$ cat src/rtl/jtcontra_rom_arb.sv
// rtl/jtcontra_rom_arb.sv - two-port cached ROM read arbiter over one SDRAM read channel
//
// Purpose: shares a single SDRAM read channel between the main CPU ROM port and
// the sound CPU ROM port. Each port keeps a one-word (16-bit) cache so hits
// return data combinationally and only misses generate SDRAM traffic.
//
// Ports:
//   clk, rstn                        clock, asynchronous active-low reset
//   main_cs/main_addr                main CPU ROM request (level) and byte address
//   main_data/main_ok                main read byte and hit flag
//   snd_cs/snd_addr                  sound CPU ROM request (level) and byte address
//   snd_data/snd_ok                  sound read byte and hit flag
//   sdram_req/sdram_addr             SDRAM read request (held until ack) and word address
//   sdram_ack/sdram_dst/sdram_din    SDRAM accept, data strobe and read word

module jtcontra_rom_arb #(
   parameter int                  MAIN_AW    = 18,
   parameter int                  SND_AW     = 15,
   parameter int                  SDRAM_AW   = 22,
   parameter logic [SDRAM_AW-1:0] SND_OFFSET = 22'h1_0000
) (
   input  logic                clk,
   input  logic                rstn,
   input  logic                main_cs,
   input  logic [MAIN_AW-1:0]  main_addr,
   output logic [7:0]          main_data,
   output logic                main_ok,
   input  logic                snd_cs,
   input  logic [SND_AW-1:0]   snd_addr,
   output logic [7:0]          snd_data,
   output logic                snd_ok,
   output logic                sdram_req,
   output logic [SDRAM_AW-1:0] sdram_addr,
   input  logic                sdram_ack,
   input  logic                sdram_dst,
   input  logic [15:0]         sdram_din
);

   typedef enum logic [1:0] {IDLE, REQ, WAIT} state_t;

   state_t                state_q, state_d;
   logic                  grant_q, grant_d;   // 0: main, 1: sound
   logic                  last_q, last_d;     // port served most recently
   logic                  req_q, req_d;
   logic [SDRAM_AW-1:0]   addr_q, addr_d;
   logic [MAIN_AW-2:0]    m_ftag_q, m_ftag_d; // tag of the word being fetched
   logic [SND_AW-2:0]     s_ftag_q, s_ftag_d;

   logic                  m_valid_q, m_valid_d;
   logic [MAIN_AW-2:0]    m_tag_q, m_tag_d;
   logic [15:0]           m_cache_q, m_cache_d;
   logic                  s_valid_q, s_valid_d;
   logic [SND_AW-2:0]     s_tag_q, s_tag_d;
   logic [15:0]           s_cache_q, s_cache_d;

   logic                  main_hit, snd_hit, main_miss, snd_miss, fill;
   logic [SDRAM_AW-1:0]   main_word, snd_word;

   assign main_hit  = main_cs & m_valid_q & (m_tag_q == main_addr[MAIN_AW-1:1]);
   assign snd_hit   = snd_cs  & s_valid_q & (s_tag_q == snd_addr[SND_AW-1:1]);
   assign main_miss = main_cs & ~main_hit;
   assign snd_miss  = snd_cs  & ~snd_hit;

   assign main_word = SDRAM_AW'(main_addr[MAIN_AW-1:1]);
   // Addition wraps naturally at SDRAM_AW bits.
   assign snd_word  = SND_OFFSET + SDRAM_AW'(snd_addr[SND_AW-1:1]);

   assign main_ok    = main_hit;
   assign snd_ok     = snd_hit;
   assign main_data  = main_addr[0] ? m_cache_q[15:8] : m_cache_q[7:0];
   assign snd_data   = snd_addr[0]  ? s_cache_q[15:8] : s_cache_q[7:0];
   assign sdram_req  = req_q;
   assign sdram_addr = addr_q;

   always_comb begin
      state_d   = state_q;
      grant_d   = grant_q;
      last_d    = last_q;
      req_d     = req_q;
      addr_d    = addr_q;
      m_ftag_d  = m_ftag_q;
      s_ftag_d  = s_ftag_q;
      m_valid_d = m_valid_q;
      m_tag_d   = m_tag_q;
      m_cache_d = m_cache_q;
      s_valid_d = s_valid_q;
      s_tag_d   = s_tag_q;
      s_cache_d = s_cache_q;
      fill      = 1'b0;

      case (state_q)
         IDLE: begin
            // On a tie the port that was not served last wins.
            if (main_miss && (!snd_miss || last_q)) begin
               grant_d  = 1'b0;
               m_ftag_d = main_addr[MAIN_AW-1:1];
               addr_d   = main_word;
               req_d    = 1'b1;
               state_d  = REQ;
            end else if (snd_miss) begin
               grant_d  = 1'b1;
               s_ftag_d = snd_addr[SND_AW-1:1];
               addr_d   = snd_word;
               req_d    = 1'b1;
               state_d  = REQ;
            end
         end
         REQ: begin
            if (sdram_ack) begin
               req_d   = 1'b0;
               state_d = WAIT;
               if (sdram_dst) begin
                  fill    = 1'b1;
                  state_d = IDLE;
               end
            end
         end
         WAIT: begin
            if (sdram_dst) begin
               fill    = 1'b1;
               state_d = IDLE;
            end
         end
         default: state_d = IDLE;
      endcase

      // The fill uses the tag latched at grant time, not the live address,
      // so the port re-evaluates hit/miss against whatever it presents now.
      if (fill) begin
         last_d = grant_q;
         if (!grant_q) begin
            m_valid_d = 1'b1;
            m_tag_d   = m_ftag_q;
            m_cache_d = sdram_din;
         end else begin
            s_valid_d = 1'b1;
            s_tag_d   = s_ftag_q;
            s_cache_d = sdram_din;
         end
      end
   end

   always_ff @(posedge clk or negedge rstn) begin
      if (!rstn) begin
         state_q   <= IDLE;
         grant_q   <= 1'b0;
         last_q    <= 1'b1;
         req_q     <= 1'b0;
         addr_q    <= '0;
         m_ftag_q  <= '0;
         s_ftag_q  <= '0;
         m_valid_q <= 1'b0;
         m_tag_q   <= '0;
         m_cache_q <= '0;
         s_valid_q <= 1'b0;
         s_tag_q   <= '0;
         s_cache_q <= '0;
      end else begin
         state_q   <= state_d;
         grant_q   <= grant_d;
         last_q    <= last_d;
         req_q     <= req_d;
         addr_q    <= addr_d;
         m_ftag_q  <= m_ftag_d;
         s_ftag_q  <= s_ftag_d;
         m_valid_q <= m_valid_d;
         m_tag_q   <= m_tag_d;
         m_cache_q <= m_cache_d;
         s_valid_q <= s_valid_d;
         s_tag_q   <= s_tag_d;
         s_cache_q <= s_cache_d;
      end
   end

endmodule

$ cat config.mk
export PLATFORM = sky130hd
export DESIGN_NAME = jtcontra_rom_arb
export DESIGN_NICKNAME = d
export VERILOG_FILES = /design/src/rtl/jtcontra_rom_arb.sv
export SDC_FILE = /design/constraint.sdc
export NUM_CORES = 1
export LEC_CHECK = 0
export BUFFER_PORTS_ARGS = -buffer_cell sky130_fd_sc_hd__buf_2
export CORE_MARGIN = 2
export CORE_UTILIZATION = 50
export CTS_CLUSTER_SIZE = 25
export DETAILED_ROUTE_END_ITERATION = 6
export PLACE_DENSITY = 0.84
export SLEW_MARGIN = 20
export SYNTH_ARGS = -nofsm -noshare
export SYNTH_HDL_FRONTEND = slang
export SYNTH_SLANG_ARGS = --single-unit
$ cat constraint.sdc
create_clock -name clk -period 2.5 [get_ports clk]
set_clock_uncertainty 0.05 [all_clocks]
set_input_delay 0.625 -clock clk [delete_from_list [all_inputs] [get_ports clk]]
set_output_delay 0.625 -clock clk [all_outputs]
set_load 0.01 [all_outputs]
==> out/qor.yml <==
clock_tree:
  htreeDepth: 4
  clockRootBuffer: "clkbuf_8"
  cts-buffers-inserted: 17
  clk_latency_ps: 520
  numClockSinks: 118
  cts_tree: "built"
  cts_max_path_buffers: 2
  clkTransAtPathRegs_ps: 60
setup_path:
  crit_type: "reg2reg"
  crit_slowest_cell: "o41a_1"
  crit_chain: "xor2_1 -> nor4_2 -> nand3_2 -> buf_4 -> buf_6 -> o41a_1 -> o211ai_4 -> buf_12 -> mux2_2"
  slowest_delay_ps: 500
  crit_arrival_ps: 3140
  crit_required_ps: 2840
  cp-start-kind: "register"
  r2r_start: "m_tag_q[13]"
  end_kind: "register"
  crit_fanout: 9
  crit_start: "m_tag_q[13]"
worst_hold_path:
  hold_path_startpoint: "sdram_din[12]"
  hp-class: "in2reg"
yosys:
  async_reset_ff_frac: 1.00
  synth_cell_type_count: 37
  synth.ff_latch_count: 118
  postSynthCellCount: 370
  yosysWarnings: 0
  synth_edf_count: 0
  ys_dominant_reg_cell: "dfrtp_1"
  ys_seq_area_frac: 0.558
  synth_area_mm2: 0.00529
  avgSynthCellArea_um2: 14.3
route:
  drc: 0
  wl_per_cell_um: 19.7
  avgViaCountPerCell: 5.63
  first_pass_iters: 5
  ant_nets: 0
  vias: 3713
  initialDrtViolationCount: 194
  drt-total-wl_um: 13000
status:
  status: "finished, violations left"
  violations: "setup timing"
timing:
  setup_viol: 51
  holdWs_ps: 300
  timing.final.ws_setup_ps: -299
  relSlewSlack: 0.581
  fmax_ghz: 0.357
  setup-tns-final_ps: -9690
  tightest_slew_ps: 627
  layout_min_cycle_time_ps: 2800
  rsz0062_at_grt: "yes"
  slew_viol_final: 0
  hold_violations: 0
  fin_crit_sh: 1.12
final_layout:
  layout-drive-gt1-share: 0.595
  fin_util: 0.684
  area_growth_syn_to_layout_pct: 32.9
  n_fill_cell: 723
  diodes: 0
  nNetsFinal: 570
  fin_cells: 660
power:
  power_density_mw_per_mm2: 1280
  vdd_ir_drop_max_v: 0.000729
  power_mw: 8.99
  p_leak_nw: 3.25
floorplanning:
  num_rows: 37
  die_x_um: 107
  core_area_mm2: 0.0103
  dieArea_mm2: 0.0114
  die_y_um: 107
  ios: 96
  initial_core_util: 0.515
global_route:
  grt_first_pass_wirelength_um: 20500
  grt_pass1_vias: 3955
  antenna_found_initial: 0
  grt_max_degree: 73
  grt-ovfl-total: 0
  grt_usage: 0.240
flow_run:
  cap_violations: 0
placed_design:
  portBuffers: 90
  gp_congestion: 0.794
  dp_cells: 614
  hpwl_um: 8580
[critical path, delay by kind of cell (launching register included)]
family | cells | cell delay (ps)
flip-flops | 1 | 390
AO/OA/AOI/OAI | 2 | 720
AND/OR/NAND/NOR | 2 | 540
multiplexers | 1 | 350
buffers and inverters | 3 | 470
XOR/XNOR | 1 | 160
[worst paths after layout]
path | slack [ps] | to | cells after the start
worst min register to register | 440 | s_valid_q | 1
worst min-delay path | 300 | s_cache_q[12] | 2
max in group asynchronous | 1190 | last_q | 3
worst max register to register | -300 | m_ftag_q[16] | 9
min in group asynchronous | 500 | m_tag_q[14] | 2
worst max-delay path | -300 | m_ftag_q[16] | 9
[cell usage in the layout (no fill, tap or decap), drive strengths merged, types with 6 or more instances in the layout]
master / netlist / routed
inv: 11 / 11
a2111o: 14 / 14
o221a: 15 / 15
dfrtp: 117 / 117
clkbuf: 12 / 24
nand2: 6 / 6
buf: 11 / 140
nor4: 7 / 7
xor2: 27 / 27
mux2: 110 / 110
[Yosys cell counts, types with 2 or more instances]
library cell | instances | area (um2)
or2_2 | 2 | 12.5
nor4_1 | 7 | 43.8
xnor2_1 | 4 | 35.0
nor3_1 | 4 | 20.0
xor2_1 | 27 | 236
buf_4 | 7 | 52.6
mux2_2 | 110 | 1240
o221a_2 | 15 | 169
o22a_1 | 2 | 17.5
nand2_1 | 6 | 22.5
a2111o_1 | 14 | 158
a21oi_1 | 3 | 15.0
o22ai_1 | 3 | 18.8
inv_1 | 11 | 41.3
clkbuf_1 | 12 | 45.0
nand4_1 | 2 | 12.5
o211ai_2 | 2 | 25.0
buf_2 | 2 | 10.0
dfrtp_1 | 117 | 2930
ha_1 | 3 | 37.5
[power by group]
| part | switching (mW) | internal (mW) |
|---|---|---|
| clock | 0.823 | 1.72 |
| combinational | 1.32 | 1.67 |
| sequential | 0.591 | 2.87 |
| total | 2.73 | 6.26 |
[flip-flops by register name, summed over array words and instances, names as in the netlist]
signal	cells
grant_q	1
m_tag_q	17
m_valid_q	1
s_cache_q	16
sdram_addr	17
s_ftag_q	14
s_valid_q	1
m_ftag_q	17
m_cache_q	16
sdram_req	1
s_tag_q	14
state_q	2
last_q	1
[logic make-up (layout without fill, tap and decap cells)]
group / after synthesis / count (layout) / share of synthesized area
other: 1 / 5 / 0.000709
and+or+nand+nor: 26 / 26 / 0.0263
adders and majority gates: 3 / 3 / 0.00710
xor gates and xnor gates: 31 / 31 / 0.0513
DFF: 118 / 118 / 0.558
buffers and inverters: 35 / 185 / 0.0317
AOI/OAI and AO/OA: 46 / 46 / 0.0904
muxes: 110 / 110 / 0.234
[repair_timing]
item | 4_1_cts | 5_1_grt
buffers inserted | 12 | 1
pin swaps | 13 | 3
endpoints found under the setup margin | 35 | 53
endpoints found under the hold margin | 21 | 0
hold buffers | 1 | 0
gates resized for setup | 12 | 3
cloned | 0 | 2
[area by class of cell]
| type | instances | area, um2 | area share |
|---|---|---|---|
| sequential | 118 | 2950 | 0.420 |
| multi-input combinational | 221 | 2280 | 0.324 |
| timing repair buffer | 142 | 961 | 0.137 |
| clock buffer | 23 | 477 | 0.0678 |
| tap | 136 | 170 | 0.0242 |
| clock inverter | 8 | 145 | 0.0206 |
| inverter | 12 | 45.0 | 0.00640 |
[per-layer routing]
metal | part of all wire | vias to the layer above | GRT usage
li1 | - | 1641 | -
met1 | 0.40 | 1894 | 0.291
met2 | 0.52 | 153 | 0.409
met3 | 0.054 | 25 | 0.0626
met4 | 0.024 | 0 | 0.0965
met5 | 0 | - | 0
[through the flow]
step | cell area (um2) | worst slack (ps)
6_report | 7030 | -299
5_1_grt | 7030 | -377
4_1_cts | 6970 | -247
3_5_place_dp | 6190 | -486
3_3_place_gp | 6190 | -462
2_1_floorplan | 5340 | -39.3
(Power assumes the default switching activity.)
